[config.mk]
export PLATFORM = sky130hd
export DESIGN_NAME = apb_request_master_flat
export DESIGN_NICKNAME = d
export VERILOG_FILES = /design/src/rtl/apb_pkg.sv /design/src/rtl/apb_request_master_if.sv /design/src/rtl/apb_timeout_counter.sv /design/src/rtl/apb_request_master.sv /design/src/flat_wrapper.sv
export SDC_FILE = /design/constraint.sdc
export NUM_CORES = 1
export LEC_CHECK = 0
export ABC_AREA = 1
export ABC_CLOCK_PERIOD_IN_PS = 3000
export CAP_MARGIN = 20
export CORE_MARGIN = 2
export CORE_UTILIZATION = 40
export CTS_CLUSTER_SIZE = 20
export DETAILED_ROUTE_END_ITERATION = 6
export GPL_TIMING_DRIVEN = 0
export PLACE_DENSITY = 0.74
export SYNTH_ARGS = -nofsm -noshare
export SYNTH_HDL_FRONTEND = slang
export SYNTH_SLANG_ARGS = --single-unit
[constraint.sdc]
create_clock -name clk -period 3 [get_ports clk]
set_clock_uncertainty 0.15 [all_clocks]
set_input_delay 0.75 -clock clk [delete_from_list [all_inputs] [get_ports clk]]
set_output_delay 0.75 -clock clk [all_outputs]
set_load 0.1 [all_outputs]
[src/rtl/apb_pkg.sv]
// Shared types and constants for the APB request master and its timeout counter.
package apb_pkg;

  localparam int unsigned DATA_W          = 8;
  localparam int unsigned ADDR_W          = 8;
  localparam int unsigned SEL_W           = 2;
  localparam int unsigned CNT_W           = 8;
  localparam int unsigned TIMEOUT_DEFAULT = 255;

  localparam logic [SEL_W-1:0] SEL_NONE = 2'b00;

  typedef enum logic [1:0] {
    IDLE   = 2'd0,
    SETUP  = 2'd1,
    ACCESS = 2'd2,
    DONE   = 2'd3
  } state_e;

  // One single-beat processor request as carried through the buffer and onto APB.
  typedef struct packed {
    logic              write;
    logic [SEL_W-1:0]  sel;
    logic [ADDR_W-1:0] addr;
    logic [DATA_W-1:0] wdata;
    logic [DATA_W-1:0] wait_cycles;
  } req_t;

endpackage

[src/rtl/apb_request_master_if.sv]
// Processor-side request signals and APB master signals of the request master.
interface apb_request_master_if;
  import apb_pkg::*;

  logic              p_start;
  logic              p_write;
  logic [SEL_W-1:0]  p_sel;
  logic [ADDR_W-1:0] p_addr;
  logic [DATA_W-1:0] p_wdata;
  logic [DATA_W-1:0] p_wait_cycles;
  logic [DATA_W-1:0] p_rdata;
  logic              p_stable;
  logic              p_error;
  logic              p_busy;
  logic              p_overflow;

  logic [SEL_W-1:0]  apb_sel;
  logic              apb_write;
  logic              apb_enable;
  logic [ADDR_W-1:0] apb_addr;
  logic [DATA_W-1:0] apb_wdata;
  logic [DATA_W-1:0] apb_wait_cycles;
  logic              apb_ready;
  logic [DATA_W-1:0] apb_rdata;

  // View of the request master itself.
  modport master (
    input  p_start, p_write, p_sel, p_addr, p_wdata, p_wait_cycles,
    output p_rdata, p_stable, p_error, p_busy, p_overflow,
    output apb_sel, apb_write, apb_enable, apb_addr, apb_wdata, apb_wait_cycles,
    input  apb_ready, apb_rdata
  );

  // View of the surrounding processor and slave side.
  modport slave (
    output p_start, p_write, p_sel, p_addr, p_wdata, p_wait_cycles,
    input  p_rdata, p_stable, p_error, p_busy, p_overflow,
    input  apb_sel, apb_write, apb_enable, apb_addr, apb_wdata, apb_wait_cycles,
    output apb_ready, apb_rdata
  );

endinterface

[src/rtl/apb_timeout_counter.sv]
// Counts ready-low ACCESS cycles; expired is high during the cycle whose
// increment would reach LIMIT.
module apb_timeout_counter
  import apb_pkg::*;
#(
  parameter int unsigned LIMIT = TIMEOUT_DEFAULT
) (
  input  logic clk,
  input  logic rst_n,
  input  logic clear,
  input  logic enable,
  output logic expired
);

  logic [CNT_W-1:0] count_q, count_d;
  logic             expired_q, expired_d;

  always_comb begin
    count_d = count_q;
    if (clear) begin
      count_d = '0;
    end else if (enable) begin
      count_d = count_q + CNT_W'(1);
    end
    expired_d = (count_d == CNT_W'(LIMIT - 1));
  end

  always_ff @(posedge clk or negedge rst_n) begin
    if (!rst_n) begin
      count_q   <= '0;
      expired_q <= 1'b0;
    end else begin
      count_q   <= count_d;
      expired_q <= expired_d;
    end
  end

  assign expired = expired_q;

endmodule

[src/rtl/apb_request_master.sv]
// Converts processor read/write requests into APB SETUP/ACCESS transfers with a
// one-deep request buffer, read-data return and ready timeout.
module apb_request_master
  import apb_pkg::*;
#(
  parameter int unsigned TIMEOUT = TIMEOUT_DEFAULT
) (
  input logic                  clk,
  input logic                  reset,
  apb_request_master_if.master bus
);

  state_e            state_q, state_d;
  req_t              cur_q, cur_d;
  req_t              buf_q, buf_d;
  logic              buf_valid_q, buf_valid_d;
  logic              err_q, err_d;
  logic [DATA_W-1:0] p_rdata_q, p_rdata_d;
  logic              p_stable_q, p_stable_d;
  logic              p_error_q, p_error_d;
  logic              p_busy_q, p_busy_d;
  logic              p_overflow_q, p_overflow_d;
  req_t              apb_req_q, apb_req_d;
  logic              apb_enable_q, apb_enable_d;

  req_t p_req_c;
  logic drain_c;
  logic take_start_c;
  logic cnt_clear_c;
  logic cnt_en_c;
  logic cnt_expired;

  always_comb begin
    p_req_c.write       = bus.p_write;
    p_req_c.sel         = bus.p_sel;
    p_req_c.addr        = bus.p_addr;
    p_req_c.wdata       = bus.p_wdata;
    p_req_c.wait_cycles = bus.p_wait_cycles;
  end

  apb_timeout_counter #(
    .LIMIT (TIMEOUT)
  ) u_timeout (
    .clk     (clk),
    .rst_n   (reset),
    .clear   (cnt_clear_c),
    .enable  (cnt_en_c),
    .expired (cnt_expired)
  );

  // Next-state, buffer management and registered-output computation.
  always_comb begin
    state_d      = state_q;
    cur_d        = cur_q;
    buf_d        = buf_q;
    buf_valid_d  = buf_valid_q;
    err_d        = err_q;
    p_rdata_d    = p_rdata_q;
    p_overflow_d = 1'b0;
    drain_c      = 1'b0;
    cnt_clear_c  = 1'b1;
    cnt_en_c     = 1'b0;

    case (state_q)
      IDLE: begin
        if (buf_valid_q) begin
          cur_d   = buf_q;
          drain_c = 1'b1;
          state_d = SETUP;
        end else if (bus.p_start) begin
          cur_d   = p_req_c;
          state_d = SETUP;
        end
      end
      SETUP: begin
        err_d   = (cur_q.sel == SEL_NONE);
        state_d = (cur_q.sel == SEL_NONE) ? DONE : ACCESS;
      end
      ACCESS: begin
        cnt_clear_c = 1'b0;
        cnt_en_c    = !bus.apb_ready;
        if (bus.apb_ready) begin
          if (!cur_q.write) begin
            p_rdata_d = bus.apb_rdata;
          end
          state_d = DONE;
        end else if (cnt_expired) begin
          err_d   = 1'b1;
          state_d = DONE;
        end
      end
      DONE: begin
        if (buf_valid_q) begin
          cur_d   = buf_q;
          drain_c = 1'b1;
          state_d = SETUP;
        end else begin
          state_d = IDLE;
        end
      end
      default: state_d = IDLE;
    endcase

    // A start goes to the buffer unless IDLE consumed it directly; a draining buffer frees its slot.
    take_start_c = bus.p_start && ((state_q != IDLE) || buf_valid_q);
    if (take_start_c) begin
      if (!buf_valid_q || drain_c) begin
        buf_d       = p_req_c;
        buf_valid_d = 1'b1;
      end else begin
        p_overflow_d = 1'b1;
      end
    end else if (drain_c) begin
      buf_valid_d = 1'b0;
    end

    p_stable_d   = (state_d == DONE);
    p_error_d    = (state_d == DONE) && err_d;
    p_busy_d     = (state_d != IDLE) || buf_valid_d;
    apb_enable_d = (state_d == ACCESS);
    apb_req_d    = ((state_d == SETUP) || (state_d == ACCESS)) ? cur_d : '0;
  end

  always_ff @(posedge clk or negedge reset) begin
    if (!reset) begin
      state_q      <= IDLE;
      cur_q        <= '0;
      buf_q        <= '0;
      buf_valid_q  <= 1'b0;
      err_q        <= 1'b0;
      p_rdata_q    <= '0;
      p_stable_q   <= 1'b0;
      p_error_q    <= 1'b0;
      p_busy_q     <= 1'b0;
      p_overflow_q <= 1'b0;
      apb_req_q    <= '0;
      apb_enable_q <= 1'b0;
    end else begin
      state_q      <= state_d;
      cur_q        <= cur_d;
      buf_q        <= buf_d;
      buf_valid_q  <= buf_valid_d;
      err_q        <= err_d;
      p_rdata_q    <= p_rdata_d;
      p_stable_q   <= p_stable_d;
      p_error_q    <= p_error_d;
      p_busy_q     <= p_busy_d;
      p_overflow_q <= p_overflow_d;
      apb_req_q    <= apb_req_d;
      apb_enable_q <= apb_enable_d;
    end
  end

  assign bus.p_rdata         = p_rdata_q;
  assign bus.p_stable        = p_stable_q;
  assign bus.p_error         = p_error_q;
  assign bus.p_busy          = p_busy_q;
  assign bus.p_overflow      = p_overflow_q;
  assign bus.apb_sel         = apb_req_q.sel;
  assign bus.apb_write       = apb_req_q.write;
  assign bus.apb_enable      = apb_enable_q;
  assign bus.apb_addr        = apb_req_q.addr;
  assign bus.apb_wdata       = apb_req_q.wdata;
  assign bus.apb_wait_cycles = apb_req_q.wait_cycles;

endmodule

[src/flat_wrapper.sv]
// flat-port wrapper written by rule: the top's interface ports become plain ports
module apb_request_master_flat import apb_pkg::*;
#(
  parameter int unsigned TIMEOUT = TIMEOUT_DEFAULT
)
  (clk, reset, bus_p_start, bus_p_write, bus_p_sel, bus_p_addr, bus_p_wdata, bus_p_wait_cycles, bus_p_rdata, bus_p_stable, bus_p_error, bus_p_busy, bus_p_overflow, bus_apb_sel, bus_apb_write, bus_apb_enable, bus_apb_addr, bus_apb_wdata, bus_apb_wait_cycles, bus_apb_ready, bus_apb_rdata);
  apb_request_master_if bus_i ();
  input logic clk;
  input logic reset;
  input wire logic [$bits(bus_i.p_start)-1:0] bus_p_start;
  input wire logic [$bits(bus_i.p_write)-1:0] bus_p_write;
  input wire logic [$bits(bus_i.p_sel)-1:0] bus_p_sel;
  input wire logic [$bits(bus_i.p_addr)-1:0] bus_p_addr;
  input wire logic [$bits(bus_i.p_wdata)-1:0] bus_p_wdata;
  input wire logic [$bits(bus_i.p_wait_cycles)-1:0] bus_p_wait_cycles;
  output wire logic [$bits(bus_i.p_rdata)-1:0] bus_p_rdata;
  output wire logic [$bits(bus_i.p_stable)-1:0] bus_p_stable;
  output wire logic [$bits(bus_i.p_error)-1:0] bus_p_error;
  output wire logic [$bits(bus_i.p_busy)-1:0] bus_p_busy;
  output wire logic [$bits(bus_i.p_overflow)-1:0] bus_p_overflow;
  output wire logic [$bits(bus_i.apb_sel)-1:0] bus_apb_sel;
  output wire logic [$bits(bus_i.apb_write)-1:0] bus_apb_write;
  output wire logic [$bits(bus_i.apb_enable)-1:0] bus_apb_enable;
  output wire logic [$bits(bus_i.apb_addr)-1:0] bus_apb_addr;
  output wire logic [$bits(bus_i.apb_wdata)-1:0] bus_apb_wdata;
  output wire logic [$bits(bus_i.apb_wait_cycles)-1:0] bus_apb_wait_cycles;
  input wire logic [$bits(bus_i.apb_ready)-1:0] bus_apb_ready;
  input wire logic [$bits(bus_i.apb_rdata)-1:0] bus_apb_rdata;
  assign bus_i.p_start = bus_p_start;
  assign bus_i.p_write = bus_p_write;
  assign bus_i.p_sel = bus_p_sel;
  assign bus_i.p_addr = bus_p_addr;
  assign bus_i.p_wdata = bus_p_wdata;
  assign bus_i.p_wait_cycles = bus_p_wait_cycles;
  assign bus_p_rdata = bus_i.p_rdata;
  assign bus_p_stable = bus_i.p_stable;
  assign bus_p_error = bus_i.p_error;
  assign bus_p_busy = bus_i.p_busy;
  assign bus_p_overflow = bus_i.p_overflow;
  assign bus_apb_sel = bus_i.apb_sel;
  assign bus_apb_write = bus_i.apb_write;
  assign bus_apb_enable = bus_i.apb_enable;
  assign bus_apb_addr = bus_i.apb_addr;
  assign bus_apb_wdata = bus_i.apb_wdata;
  assign bus_apb_wait_cycles = bus_i.apb_wait_cycles;
  assign bus_i.apb_ready = bus_apb_ready;
  assign bus_i.apb_rdata = bus_apb_rdata;
  apb_request_master #(.TIMEOUT(TIMEOUT)) u_core (.clk(clk), .reset(reset), .bus(bus_i));
endmodule
==> flow_summary.json <==
{
  "outcome": "finished clean",
  "synthTopCellsByCount": "nand2_1, dfrtp_1, inv_1, o21ai_0, nor2_1",
  "slew_headroom_pct": 34.7,
  "ys_async_sr_fraction_pct": 100,
  "nets": 721,
  "cts.path.max_buffers": 2,
  "cts-htree-levels": 3,
  "crit_required_ns": 3.08,
  "worstPathArrival_ns": 2.90,
  "dieArea_sq_mm": 0.0134,
  "antenna_cells": 0,
  "cts.sinks": 107,
  "track_usage_pct": 20.3,
  "first_global_vias": 4340,
  "synth_edf_count": 0,
  "first_iter_violations": 353,
  "hold_viol": 0,
  "ant_nets": 0,
  "tightest_slew_ns": 0.977,
  "numCtsBuffers": 9,
  "routed_via_density": 5.17,
  "post-route-period-util_pct": 93.9,
  "hp-class": "in2async",
  "end_kind": "register",
  "synth_top_area_cell": "dfrtp_1",
  "dpl_cell_area_sq_mm": 0.00602,
  "fin_util_pct": 52.0,
  "rsz0062_at_grt": "false",
  "syn2layout_area_growth_pct": 26.0,
  "startpoint_type": "register",
  "ys_seq_area_share_pct": 53.5,
  "vias": 4375,
  "portBuffers": 78,
  "synthTopCellsByArea": "dfrtp_1, nand2_1, o21ai_0",
  "r2r_slack_ns": 0.18,
  "wl_per_cell_microns": 15.3,
  "synth_flop_cell": "dfrtp_1",
  "max_clock_freq_ghz": 0.355,
  "netlist_area_sq_mm": 0.00500,
  "drt-total-wl_microns": 12900,
  "drive_gt1_share_pct": 8.70,
  "syn_area_per_cell_sq_um": 8.55,
  "antenna_found_initial": 0,
  "postCtsSetupRepairBufs": 0,
  "ys_warn_count": 0,
  "drc": 0,
  "ys_ff_latch": 107,
  "drv_slew": 0,
  "gp_congestion": 0.887,
  "die_h_microns": 116,
  "dieWidth_microns": 116,
  "drv_cap": 0,
  "cts_root_buffer": "clkbuf_16",
  "cts_tree": "built",
  "coreArea_sq_mm": 0.0121,
  "dr.pass1.iters": 5,
  "critical_path_class": "reg2reg",
  "grt_max_degree": 65,
  "syn-num-nets": 633,
  "fin_setup_tns_ns": 0,
  "worst-path-max-fanout": 10,
  "yosysMostFrequentCell": "nand2_1",
  "place_hpwl_microns": 8820,
  "initial_utilization_pct": 41.3,
  "num_rows": 40,
  "clk_pin_slew_ns": 0.07,
  "clkLatencyLatePin_ns": 0.35,
  "final_area_sq_mm": 0.00630,
  "period_needed_ns": 2.82,
  "synth_cell_type_count": 28,
  "synth.top_cell.area_share_pct": 53.5,
  "syn_inst": 585,
  "grt-ovfl-total": 0,
  "boundaryPins": 79,
  "setup_violations": 0,
  "grt_pass1_wl_microns": 21400
}
## cells in the final DEF, fill, tap and decap left out, types with 16 or more instances in the layout
cell / count
clkdlybuf4s50_1: 77
nor2_1: 50
nand3_1: 22
a211oi_1: 16
dfrtp_1: 107
o21ai_0: 67
nand2_1: 119
inv_1: 73
o21ai_1: 29
a21oi_1: 29
## flip-flops by register name (all words and copies together) (netlist names)
name	count
u_core.u_timeout.count_q	8
u_core.u_timeout.expired	1
u_core.bus.apb_enable	1
u_core.bus.p_rdata	8
u_core.bus.p_error	1
u_core.bus.p_overflow	1
u_core.state_q	2
u_core.bus.p_stable	1
u_core.buf_q	27
u_core.bus.apb_sel	2
u_core.bus.apb_wait_cycles	8
u_core.buf_valid_q	1
u_core.bus.p_busy	1
u_core.bus.apb_addr	8
u_core.bus.apb_wdata	8
u_core.bus.apb_write	1
u_core.cur_q	27
u_core.err_q	1
## worst max-delay path, cell delays in order (launching register included)
cell      delay [ns]
dfrtp_1         0.43
inv_1           0.11
ha_1            0.41
inv_2           0.15
buf_2           0.25
clkbuf_4        0.28
o22ai_2         0.16
ha_4            0.38
clkbuf_2        0.27
nor2_1          0.10
## metrics by stage
stage / hold WS [ns] / worst slack [ns] / std cells
floorplan: 0.303 / 0.368 / 585
global placement: 0.316 / -3.05 / 831
detailed placement: 0.323 / -0.786 / 832
CTS: 0.270 / 0.00620 / 846
global route: 0.289 / 0.0470 / 846
finish: 0.245 / 0.183 / 846
## worst paths after layout
path	start	endpoint	cells past startpoint
setup / recovery	u_core.state_q[0]	u_core.bus.apb_wdata[2]	9
hold / removal	reset	u_core.bus.p_rdata[2]	1
setup reg to reg	u_core.state_q[0]	u_core.bus.apb_wdata[2]	9
hold reg to reg	u_core.buf_q[20]	u_core.buf_q[20]	2
max in group asynchronous	reset	u_core.bus.apb_wait_cycles[0]	2
min in group clk	u_core.buf_q[20]	u_core.buf_q[20]	2
## area by class of cell
class / instances / area [sq um]
buffer: 25 / 143
clock buffer: 13 / 250
clock inverter: 3 / 23.8
fill: 1139 / 5810
inverter: 80 / 300
multi-input combinational: 371 / 1890
sequential: 107 / 2680
tap: 168 / 210
timing repair buffer: 79 / 806
## logic make-up (layout without fill, tap and decap cells)
family,Yosys count,count (layout),share of synthesized area (%)
AOI/OAI and AO/OA,159,159,17.8
adders and majority gates,9,9,2.25
buffers and inverters,107,200,8.90
DFF,107,107,53.5
muxes,9,9,2.03
and+or+nand+nor,194,194,15.5
## per-layer routing
metal  wire [microns]  global-route usage [%]  vias to the layer above
met5                0                       0                        -
met4              328                    8.65                        0
met3              827                    4.50                       28
met2             6010                    31.2                      161
met1             5730                    28.0                     2101
li1                 -                       -                     2085
## what timing repair did
| item | in CTS | in global routing |
|---|---|---|
| endpoints found under the setup margin | 21 | 20 |
| hold buffers | 0 | 0 |
| resized for setup | 3 | 2 |
| pin swaps | 0 | 0 |
Power is left out: the tool's default activity adds up to more than one toggle a clock period on the data nets, which glitch-free logic cannot reach.
==> variant 1, RTL diff (same flow settings) <==
Set the package constant `TIMEOUT_DEFAULT` to 127 (it was 255).
--- a/src/rtl/apb_pkg.sv
+++ b/src/rtl/apb_pkg.sv
@@ -5,7 +5,7 @@
   localparam int unsigned ADDR_W          = 8;
   localparam int unsigned SEL_W           = 2;
   localparam int unsigned CNT_W           = 8;
-  localparam int unsigned TIMEOUT_DEFAULT = 255;
+  localparam int unsigned TIMEOUT_DEFAULT = 127;
 
   localparam logic [SEL_W-1:0] SEL_NONE = 2'b00;
 
Function: same outputs for any inputs over 4 cycles, from zero or initial values and one cycle with reset low; that may be too few to reach the edited logic, so the function may still have changed.
==> variant 1 against the unedited design <==
Cell area is 0.48% higher. Critical endpoint is now u_core.bus.apb_wait_cycles[7]$_DFF_PN0_. Die area up 0.74%. Sequential cell count is the same. Hold slack got worse by 29 ps. First-iteration DRC count is 4.0% lower. Wire length rose by 1.7%. Area after synthesis is 0.78% higher. Critical path type is now in -> reg. Setup slack got worse by 13 ps.
Power is not shown: default switching activity piles up to over one toggle a cycle in this logic, so the estimate is an artifact.
==> variant 1: results (changes against the unedited design) <==
Via-to-Cell Ratio 5.181 (+0.19%); R2R setup slack 230 ps (+50 ps); Routed WL per cell 15.55 um (+1.9%); GR Layer Usage met2 34.50% (+3.3 points); final hold slack 216.0 ps (-28.69 ps); met3 WL 788 um (-4.7%); layout cells sized above 1 10.57% (+1.9 points); placed cell area 0.006062 mm2 (+0.73%); Fill cells 1182 (+3.8%); first-pass GRT wire length 21420 um (+0.26%); # placed instances 833 (+0.12%); Routability Congestion 0.8749 (-1.4%); CP max-delay cell clkdlybuf4s50_1; CP Capture Point u_core.bus.apb_wait_cycles[7]$_DFF_PN0_; Post-Syn Nets 630 (-0.47%); Slew Limit Headroom 34.51% (-0.16 points); fin crit share 94.32% (+0.43 points); CP max stage delay 500 ps (+70 ps); met3 Usage GRT 5.605% (+1.1 points); Routed met2 length 6390 um (+6.3%); Crit Path Max Fanout 12 (+2); post-synthesis adder-cell area fraction 2.234% (-0.017 points); nets 718 (-0.42%); largest net degree at the start of global routing 71 (+9.2%); Arr. time, crit path 2950 ps (+50 ps); Seq/Total Area, Yosys 53.11% (-0.41 points); grt met1 use 25.64% (-2.3 points); Initial DRC Count 339 (-4.0%); pre-CTS setup slack -787.9 ps (-1.653 ps); detailed placement HPWL 9125 um (+3.5%); met1 WL 5619 um (-2.0%); syn avg cell area 8.662 um2 (+1.3%); gr usage total 20.51% (+0.18 points); synth cell count leaders nand2_1, dfrtp_1, inv_1; status completed; Area contributors post-synth dfrtp_1, nand2_1, o21ai_0, inv_1, nor2_1; library cells used by synthesis 27 (-3.6%)
-- variant 1: cell types whose count changed in the layout (fill, tap and decap cells not counted), moves of 2 or more --
cell	before	now
nor2_1	50	46
nor2_2	1	3
clkbuf_1	7	4
a211oi_1	16	12
o21ai_0	67	70
nand2_1	119	113
clkinv_2	0	2
a211oi_2	3	7
o21ai_1	29	26
nand2_2	0	5
-- variant 1: area by class of cell --
cell class              count  area, um2  share of cell area, %
repair buffers             79      805.8                  12.72
clock inverters             3      17.52                 0.2766
inverters                  78      292.8                  4.624
plain buffers              25      146.4                  2.312
flip-flops and latches    107       2678                  42.28
well taps                 172      215.2                  3.399
clock buffers              10      239.0                  3.774
multi-input cells         370       1938                  30.61
-- variant 1: logic make-up after synthesis --
logic type               after synthesis
AND/OR/NAND/NOR                      193
buffers and inverters                105
adder cells (fa/ha/maj)                9
AO/OA/AOI/OAI                        159
multiplexers                           9
flip-flops                           107
==> variant 2, RTL diff (config.mk and constraints unchanged) <==
Without the edit above. Re-encode `state_e` (4 states) as one-hot, 4 bits wide.
--- a/src/rtl/apb_pkg.sv
+++ b/src/rtl/apb_pkg.sv
@@ -9,11 +9,11 @@
 
   localparam logic [SEL_W-1:0] SEL_NONE = 2'b00;
 
-  typedef enum logic [1:0] {
-    IDLE   = 2'd0,
-    SETUP  = 2'd1,
-    ACCESS = 2'd2,
-    DONE   = 2'd3
+  typedef enum logic [3:0] {
+    IDLE   = 4'b0001,
+    SETUP  = 4'b0010,
+    ACCESS = 4'b0100,
+    DONE   = 4'b1000
   } state_e;
 
   // One single-beat processor request as carried through the buffer and onto APB.
Behaviour: same outputs for any inputs over 4 cycles, from zero or initial values and one cycle with reset low; so few cycles prove little.
==> variant 2 against the unedited design <==
Critical endpoint is now bus_p_rdata[5]. Non-clock buffer count up 4. Cell area grew 4.2%. Wire length is 0.91% lower. First-iteration DRC count shrank 18%. Highest routed layer unchanged. Cell count grew 7.2%. Setup slack improved by 72 ps. Sequential cell count rose by 2. Utilization shrank 0.40 points. Area after synthesis grew 4.7%.
==> variant 2: results (changes against the unedited design) <==
status completed; delay-heaviest family, CP buffers and inverters; CP max stage delay 1150 ps (+720 ps); via count 4445 (+1.6%); Routability Congestion 0.8483 (-4.4%); Static Leak roughly 3.1 nW; Fill cells 1255 (+10%); placed cell area 0.006259 mm2 (+4.0%); Seq/Total Area, Yosys 52.10% (-1.4 points); grt ovf 0 (unchanged); asr flop ratio synth 100.0% (unchanged); synth cell count leaders nand2_1, dfrtp_1, inv_1; Worst-path clk slew 70 ps (about the same); Arr. time, crit path 1840 ps (-1060 ps); gr usage total 19.04% (-1.3 points); drt pass-1 iters 6 (+1); input/output buffers 78 (unchanged); post-CTS setup buffers 0 (unchanged); Worst VDD drop approximately 0.78 mV; nets 771 (+6.9%); Post-CTS Resized 0 (-3); first-pass GRT wire length 21020 um (-1.6%); worst-skew pair later-pin latency 360 ps; WL final 12780 um (-0.91%); clk buf depth 2 (unchanged); vias in the first global route 4282 (-1.3%); number of CTS-inserted buffers 9 (unchanged); Synth Warn # 0 (unchanged); Regs by FF count u_core.buf_q: 27 flops, u_core.cur_q: 27 flops; layout cells sized above 1 10.48% (+1.8 points); Via-to-Cell Ratio 4.901 (-5.2%); Crit Path Max Fanout 2 (-8); Post-Syn Nets 681 (+7.6%); cell count after synthesis 641 (+9.6%); Area contributors post-synth dfrtp_1, nand2_1, o21ai_0, nand3_1, inv_1; worst slew pin tran 995.3 ps (+18.36 ps); largest net degree at the start of global routing 56 (-14%); Ant. Diodes 0 (unchanged); detailed placement HPWL 8934 um (+1.3%); library cells used by synthesis 32 (+14%); # placed instances 892 (+7.2%); Initial DRC Count 289 (-18%); CP max-delay cell clkdlybuf4s50_1
[variant 2: cell types whose count changed in the layout (fill, tap and decap cells not counted), moves of 10 or more]
cell      delta
nand3_1     +39
a21oi_2     +10
nand2_1     +74
nor2_1      -29
o21ai_1     -19
a211oi_1    -16
[variant 2: cells by family (layout without fill, tap and decap cells)]
logic type / Yosys count / count (layout) / synth area share [%]
compound gates: 123 / 123 / 13.00
fa+ha+maj: 1 / 1 / 0.2389
buf+inv: 110 / 204 / 9.149
flops: 109 / 109 / 52.10
mux: 8 / 8 / 1.720
simple gates: 290 / 290 / 23.79
[variant 2: layout make-up]
| class | instances | area, um2 | share of cell area [%] |
|---|---|---|---|
| Multi-Input combinational cell | 422 | 2029 | 30.90 |
| Clock inverter | 3 | 43.79 | 0.6667 |
| Inverter | 81 | 304.0 | 4.629 |
| Tap cell | 172 | 215.2 | 3.276 |
| Sequential cell | 109 | 2729 | 41.54 |
| Timing Repair Buffer | 79 | 805.8 | 12.27 |
| Clock buffer | 12 | 266.5 | 4.057 |
| Buffer | 29 | 175.2 | 2.667 |
[variant 2: metal layers]
layer | wire [um] | GRT usage [%] | share of wire [%] | vias to the layer above
li1 | - | - | - | 2218
met1 | 5784 | 25.19 | 45 | 2081
met2 | 6056 | 30.02 | 47 | 125
met3 | 652 | 4.875 | 5.1 | 21
met4 | 291 | 7.440 | 2.3 | 0
met5 | 0 | 0 | 0 | -
[variant 2: power by group]
| group | switching, mW | internal [mW] | leakage [nW] |
|---|---|---|---|
| Combinational | 3.38 | 1.24 | 1.60 |
| Sequential | 0.271 | 2.11 | 1.36 |
| Clock | 0.527 | 0.711 | 0.155 |
[variant 2: path summary, 6_finish.rpt]
kind | startpoint | slack [ps] | end | cells after the start
max | u_core.bus.p_rdata[5]$_DFFE_PN0P_ | 260 | bus_p_rdata[5] | 1
min | reset | 310 | u_core.bus.apb_wdata[3]$_DFF_PN0_ | 1
max reg2reg | u_core.state_q[0]$_DFF_PN1_ | 1030 | u_core.bus.apb_wdata[6]$_DFF_PN0_ | 8
min reg2reg | u_core.buf_q[4]$_DFFE_PN0P_ | 320 | u_core.buf_q[4]$_DFFE_PN0P_ | 2
max in group asynchronous | reset | 1670 | u_core.state_q[0]$_DFF_PN1_ | 2
min in group clk | u_core.buf_q[4]$_DFFE_PN0P_ | 320 | u_core.buf_q[4]$_DFFE_PN0P_ | 2
[variant 2: stage by stage]
stage	setup slack (ps)	hold slack (ps)	total power [mW]
floorplan	1206	291.7	5.834
global placement	-3177	303.5	6.956
detailed placement	293.2	308.0	7.028
CTS	227.8	325.9	8.308
global route	210.6	345.4	8.799
finish	255.5	309.1	8.246
